**config.mk**
```make
export PLATFORM = sky130hd
export DESIGN_NAME = alu_op_sequencer
export DESIGN_NICKNAME = d
export VERILOG_FILES = /design/src/rtl/alu_pkg.sv /design/src/rtl/alu_regfile.sv /design/src/rtl/alu_op_sequencer.sv
export SDC_FILE = /design/constraint.sdc
export NUM_CORES = 1
export LEC_CHECK = 0
export CORE_ASPECT_RATIO = 1.75
export CORE_MARGIN = 8
export CORE_UTILIZATION = 23
export DETAILED_ROUTE_END_ITERATION = 6
export DONT_BUFFER_PORTS = 1
export HOLD_SLACK_MARGIN = 0.08
export PLACE_DENSITY = 0.37
export SETUP_SLACK_MARGIN = 0.05
export SLEW_MARGIN = 20
export SYNTH_ARGS = -nofsm -noshare
export SYNTH_HDL_FRONTEND = slang
export SYNTH_SLANG_ARGS = --single-unit
export TNS_END_PERCENT = 20
```
**constraint.sdc**
```tcl
create_clock -name clk -period 3.49 [get_ports clk]
set_input_delay 1.047 -clock clk [delete_from_list [all_inputs] [get_ports clk]]
set_output_delay 1.047 -clock clk [all_outputs]
set_load 0.05 [all_outputs]
```
**src/rtl/alu_pkg.sv**
```systemverilog
// Shared definitions for the ALU operand sequencer: op codes, FSM states,
// register-file geometry and the instruction word layout.
package alu_pkg;

    // ALU operation select encoding
    typedef enum logic [1:0] {
        OP_ADD = 2'b00,
        OP_SUB = 2'b01,
        OP_AND = 2'b10,
        OP_OR  = 2'b11
    } alu_op_e;

    // Sequencer FSM states; one instruction walks through all four
    typedef enum logic [1:0] {
        ST_IDLE = 2'b00,
        ST_READ = 2'b01,
        ST_EXEC = 2'b10,
        ST_WB   = 2'b11
    } seq_state_e;

    localparam int INSTR_W     = 16;
    localparam int NUM_REGS    = 8;
    localparam int REG_ADDR_W  = 3;
    localparam int IMM_FIELD_W = 4;

    // Instruction field bit positions
    localparam int OP_MSB     = 15;
    localparam int OP_LSB     = 14;
    localparam int RD_MSB     = 13;
    localparam int RD_LSB     = 11;
    localparam int RS_MSB     = 10;
    localparam int RS_LSB     = 8;
    localparam int RT_MSB     = 7;
    localparam int RT_LSB     = 5;
    localparam int IMM_EN_BIT = 4;
    localparam int IMM_MSB    = 3;
    localparam int IMM_LSB    = 0;

    // Packed view of the instruction word; member order matches the bit positions above
    typedef struct packed {
        alu_op_e                 op;
        logic [REG_ADDR_W-1:0]   rd;
        logic [REG_ADDR_W-1:0]   rs;
        logic [REG_ADDR_W-1:0]   rt;
        logic                    imm_en;
        logic [IMM_FIELD_W-1:0]  imm;
    } instr_t;

    // Split a raw instruction word into its fields using the explicit positions
    function automatic instr_t decode_instr(input logic [INSTR_W-1:0] word);
        instr_t d;
        d.op     = alu_op_e'(word[OP_MSB:OP_LSB]);
        d.rd     = word[RD_MSB:RD_LSB];
        d.rs     = word[RS_MSB:RS_LSB];
        d.rt     = word[RT_MSB:RT_LSB];
        d.imm_en = word[IMM_EN_BIT];
        d.imm    = word[IMM_MSB:IMM_LSB];
        return d;
    endfunction

endpackage

```
**src/rtl/alu_regfile.sv**
```systemverilog
// 8-entry register file: R0 reads as zero and ignores writes, R1..R7 are
// async-reset flops. Three combinational read ports and one write port.
module alu_regfile
    import alu_pkg::*;
#(
    parameter int DATA_W = 16
) (
    input  logic                  clk,
    input  logic                  rst_n,
    input  logic                  wr_en,
    input  logic [REG_ADDR_W-1:0] wr_addr,
    input  logic [DATA_W-1:0]     wr_data,
    input  logic [REG_ADDR_W-1:0] rs_addr,
    input  logic [REG_ADDR_W-1:0] rt_addr,
    input  logic [REG_ADDR_W-1:0] dbg_addr,
    output logic [DATA_W-1:0]     rs_data,
    output logic [DATA_W-1:0]     rt_data,
    output logic [DATA_W-1:0]     dbg_data
);

    // Read-side view of every entry; index 0 is a constant zero
    logic [DATA_W-1:0] entry_view [NUM_REGS];

    assign entry_view[0] = '0;

    genvar gi;
    generate
        for (gi = 1; gi < NUM_REGS; gi++) begin : g_entry
            logic [DATA_W-1:0] entry_reg;

            // Storage word: cleared on reset, written only when addressed
            always_ff @(posedge clk or negedge rst_n) begin
                if (!rst_n) begin
                    entry_reg <= '0;
                end else if (wr_en && (wr_addr == REG_ADDR_W'(gi))) begin
                    entry_reg <= wr_data;
                end
            end

            assign entry_view[gi] = entry_reg;
        end
    endgenerate

    assign rs_data  = entry_view[rs_addr];
    assign rt_data  = entry_view[rt_addr];
    assign dbg_data = entry_view[dbg_addr];

endmodule

```
**src/rtl/alu_op_sequencer.sv**
```systemverilog
// Control/operand stage for a 16-bit two-operand ALU. Accepts one
// instruction, reads operands, drives the ALU from registers, captures the
// result and writes it back. Fixed four-cycle, non-pipelined flow.
module alu_op_sequencer
    import alu_pkg::*;
#(
    parameter int DATA_W = 16,
    parameter int IMM_W  = 4    // must not exceed the 4-bit immediate field
) (
    input  logic                  clk,
    input  logic                  rst_n,
    input  logic                  instr_valid,
    output logic                  instr_ready,
    input  logic [INSTR_W-1:0]    instr,
    input  logic                  ld_en,
    input  logic [REG_ADDR_W-1:0] ld_addr,
    input  logic [DATA_W-1:0]     ld_data,
    output logic [DATA_W-1:0]     alu_a,
    output logic [DATA_W-1:0]     alu_b,
    output logic [1:0]            alu_sel,
    input  logic [DATA_W-1:0]     alu_result,
    input  logic                  alu_zero,
    output logic                  done,
    output logic [DATA_W-1:0]     wb_data,
    output logic                  zero_flag,
    output logic                  busy,
    input  logic [REG_ADDR_W-1:0] dbg_addr,
    output logic [DATA_W-1:0]     dbg_data
);

    seq_state_e        state_reg;
    instr_t            instr_reg;
    logic [DATA_W-1:0] alu_a_reg;
    logic [DATA_W-1:0] alu_b_reg;
    alu_op_e           alu_sel_reg;
    logic              done_reg;
    logic [DATA_W-1:0] wb_data_reg;
    logic              zero_flag_reg;

    logic [DATA_W-1:0]     rs_data;
    logic [DATA_W-1:0]     rt_data;
    logic [DATA_W-1:0]     imm_ext;
    logic [DATA_W-1:0]     operand_b_next;
    logic                  wr_en_next;
    logic [REG_ADDR_W-1:0] wr_addr_next;
    logic [DATA_W-1:0]     wr_data_next;
    logic                  accept;

    // Preload has priority over new instructions, so ready drops while ld_en is high
    assign instr_ready = (state_reg == ST_IDLE) && !ld_en;
    assign accept      = instr_valid && instr_ready;
    assign busy        = (state_reg != ST_IDLE);

    assign alu_a     = alu_a_reg;
    assign alu_b     = alu_b_reg;
    assign alu_sel   = alu_sel_reg;
    assign done      = done_reg;
    assign wb_data   = wb_data_reg;
    assign zero_flag = zero_flag_reg;

    // Immediate is unsigned: zero-extend the low IMM_W bits to the datapath width
    assign imm_ext        = DATA_W'(instr_reg.imm[IMM_W-1:0]);
    assign operand_b_next = instr_reg.imm_en ? imm_ext : rt_data;

    // Single write port: preload only in IDLE, writeback only in EXEC, so they never collide
    always_comb begin
        wr_en_next   = 1'b0;
        wr_addr_next = ld_addr;
        wr_data_next = ld_data;
        if ((state_reg == ST_IDLE) && ld_en) begin
            wr_en_next = 1'b1;
        end else if (state_reg == ST_EXEC) begin
            wr_en_next   = 1'b1;
            wr_addr_next = instr_reg.rd;
            wr_data_next = alu_result;
        end
    end

    alu_regfile #(
        .DATA_W (DATA_W)
    ) u_regfile (
        .clk      (clk),
        .rst_n    (rst_n),
        .wr_en    (wr_en_next),
        .wr_addr  (wr_addr_next),
        .wr_data  (wr_data_next),
        .rs_addr  (instr_reg.rs),
        .rt_addr  (instr_reg.rt),
        .dbg_addr (dbg_addr),
        .rs_data  (rs_data),
        .rt_data  (rt_data),
        .dbg_data (dbg_data)
    );

    // Sequencer FSM with registered ALU drive, result capture and done pulse
    always_ff @(posedge clk or negedge rst_n) begin
        if (!rst_n) begin
            state_reg     <= ST_IDLE;
            instr_reg     <= '0;
            alu_a_reg     <= '0;
            alu_b_reg     <= '0;
            alu_sel_reg   <= OP_ADD;
            done_reg      <= 1'b0;
            wb_data_reg   <= '0;
            zero_flag_reg <= 1'b0;
        end else begin
            case (state_reg)
                ST_IDLE: begin
                    if (accept) begin
                        instr_reg <= decode_instr(instr);
                        state_reg <= ST_READ;
                    end
                end
                ST_READ: begin
                    // Operands are latched here, so rd==rs/rt later sees the old values
                    alu_a_reg   <= rs_data;
                    alu_b_reg   <= operand_b_next;
                    alu_sel_reg <= instr_reg.op;
                    state_reg   <= ST_EXEC;
                end
                ST_EXEC: begin
                    // Capture even when rd==0; only the regfile discards the write
                    wb_data_reg   <= alu_result;
                    zero_flag_reg <= alu_zero;
                    done_reg      <= 1'b1;
                    state_reg     <= ST_WB;
                end
                ST_WB: begin
                    done_reg  <= 1'b0;
                    state_reg <= ST_IDLE;
                end
                default: begin
                    state_reg <= ST_IDLE;
                end
            endcase
        end
    end

endmodule

```
==> impl_metrics.ini <==
[timing]
final_hold_viol_count = 0
fmax_mhz = 323
grt_setup_unrepaired = false
maxSlewHeadroom_pct = 24.9
finalCriticalPeriod_ns = 3.09
drv_slew = 0
min_period_over_period_pct = 88.6
setup_viol = 0
worst_pin_slew_ns = 1.13
skew_ns = 0.0148
whs_ns = 0.289

[place]
postPlaceCellArea_sq_um = 10800
place_inst = 1300
hpwl_um = 24000
port_buffers = 0
routabilityCongestion = 0.747

[setup_path]
max_stage_delay_ns = 0.23
critPathRequiredTime_ns = 2.44
critPathLaunchType = input pin
path_cells = nor2b_1 -> buf_4 -> a22oi_1 -> o21ai_2 -> buf_12
worstPathArrival_ns = 2.05
worstPathMaxFanout = 34
critPathTopFamily = buffers and inverters
slowest_stage = buf_4
critPathBufInv = 2
crit_type = in -> out
cp-end-kind = primary output

[status]
status = finished, final reports clean

[synthesis]
ys_top_cells_by_area = dfrtp_1 (46%), mux2_2 (23%), mux4_2 (7.1%)
synth-seq-area-share_pct = 46.4
yosysTopAreaCellShare_pct = 46.4
synth.distinct_cells = 40
yosys_warnings = 0
synthCells = 752
synth_edf_count = 0
synth-seq-cells = 182
synth.avg_cell_area_sq_um = 13.1
netlist_area_sq_um = 9820
syn_nets = 816
async_flop_share_pct = 100
synth_largest_area_cell = dfrtp_1
synthFlopType = dfrtp_1

[clock_network]
cts_setup_buffers = 0
clock_latency_ns = 0.46
hold_buffers = 0
cts_num_sinks = 182
clk_pin_slew_worst_paths_ns = 0.07
clockRootBuffer = clkbuf_16
cts_made_buffers = 17
clockBufferDepth = 2
htreeDepth = 4
cts_tree = done
cts-resized-gates = 0

[floorplan]
start_util_pct = 23.2
io_pins = 129
core_area_sq_um = 42400
fp.dieH_um = 289
dieArea_sq_um = 49800
fp.dieW_um = 172
num_rows = 100

[cells_and_area]
drive_above_1_share_pct = 44.4
area_growth_pct = 16.3
multi_input_area_sq_um = 5010
nets = 822
diodes = 0
final_util_pct = 26.9
largest_reg_flops = 112
stdcell_count = 1332
regArea_sq_um = 4560
n_fill_cell = 4391
fin_area_sq_um = 11400

[global_route]
grt_pass1_wl_um = 51900
grt_antenna_before_repair = 0
grt_pass1_vias = 7038
grt_max_degree = 183
grt_overflow = 0
grt_use_total_pct = 14.7

[power_and_ir_drop]
p_leak_nw = 4.60
cellPowerDensity_nw_per_um2 = 1130
ir_drop_v = 0.000379
fin_total_pwr_mw = 13.0

[job]
drv_cap = 0

[detailed_routing]
viasPerCell = 4.94
drtIter0Drc = 309
dr.pass1.iters = 5
wl_per_cell_um = 26.4
antenna_left = 0
drc_errors = 0
route.final.wire_length_um = 35200
vias = 6577

[min_path]
hp-class = in -> async
-- worst reg2reg max path, stage by stage, from the launching register on --
cell and delay, ns:
dfrtp_1 0.42, inv_1 0.14, ha_2 0.44, a21boi_4 0.33, mux2i_4 0.35, nand2b_1 0.14, buf_4 0.32, mux2_2 0.39
-- per-layer routing --
| layer | part of all wire, % | up-vias | GRT usage, % |
|---|---|---|---|
| met3 | 4.6 | 46 | 2.74 |
| met5 | 0 | - | 0 |
| li1 | - | 2869 | - |
| met2 | 54 | 186 | 26.4 |
| met1 | 39 | 3476 | 16.6 |
| met4 | 3.1 | 0 | 6.36 |
-- cells in the final DEF (no fill, tap or decap), types with 4 or more instances in the layout --
cell | synthesis | routed
mux2_2 | 202 | 202
nand2_1 | 30 | 30
mux4_2 | 31 | 31
o21ai_0 | 21 | 5
o32ai_1 | 11 | 11
o21ai_1 | 1 | 4
o221ai_1 | 16 | 16
o21ai_2 | 0 | 11
buf_4 | 4 | 33
o22a_1 | 16 | 16
mux2i_1 | 36 | 36
nand2b_1 | 5 | 5
nor2_1 | 21 | 21
dfrtp_1 | 182 | 180
a221oi_1 | 16 | 16
inv_1 | 16 | 16
nor2b_1 | 20 | 19
clkbuf_16 | 0 | 17
buf_12 | 0 | 13
inv_6 | 0 | 5
o31ai_1 | 4 | 4
a22oi_1 | 31 | 31
mux2_4 | 10 | 10
-- final cells by class --
type | count | share of cell area [%]
Clock buffer | 19 | 3.88
Clock inverter | 13 | 1.23
Inverter | 16 | 0.526
Multi-Input combinational cell | 495 | 43.9
Sequential cell | 182 | 39.9
Tap cell | 561 | 6.15
Timing Repair Buffer | 46 | 4.45
-- Yosys cell counts (2+ instances only) --
cell and count:
inv_1 16, clkbuf_1 31, mux2_2 202, nor2_1 21
o32ai_1 11, o31ai_1 4, o22a_1 16, mux4_2 31
buf_2 14, buf_6 3, buf_1 7, a221oi_1 16
buf_4 4, ha_1 5, nand2b_1 5, mux2_4 10
dfrtp_1 182, nor2b_1 20, o21ai_0 21, nand3_1 3
a31oi_1 2, a22oi_1 31, mux2i_1 36, nand2_1 30
o221ai_1 16
-- final timing paths --
check / from / end / slack (ns) / cells after the start
max in group asynchronous: rst_n / instr_reg[9] / 2.70 / 0
worst max register to register: state_reg[0] / u_regfile.g_entry[7].entry_reg[4] / 0.85 / 7
worst min-delay path: rst_n / wb_data[2] / 0.29 / 0
worst max-delay path: dbg_addr[1] / dbg_data[0] / 0.40 / 5
worst min register to register: instr_reg[14] / alu_sel[0] / 0.51 / 1
min in group clk: instr_reg[14] / alu_sel[0] / 0.51 / 1
-- power breakdown --
part / switching [mW] / leakage (nW) / internal [mW] / total, mW
Combinational: 2.69 / 2.12 / 2.87 / 5.57
Sequential: 2.25 / 2.20 / 3.15 / 5.40
Clock: 0.966 / 0.284 / 1.03 / 1.99
Total: 5.91 / 4.60 / 7.05 / 13.0
-- logic make-up (layout without fill, tap and decap cells) --
family / count (synthesis) / count (layout) / synth area share (%)
flops: 182 / 182 / 46.4
fa+ha+maj: 5 / 5 / 0.637
buf+inv: 75 / 94 / 3.43
mux: 280 / 280 / 35.7
simple gates: 87 / 87 / 4.29
compound gates: 123 / 123 / 9.60
-- per-stage QoR --
stage | worst slack (ns) | setup TNS [ns]
final | 0.398 | 0
after global routing | 0.336 | 0
after CTS | 0.414 | 0
after detailed placement | 0.424 | 0
after global placement | 0.432 | 0
after floorplan | -0.158 | -0.645
Power figures use the tool's default switching activity.
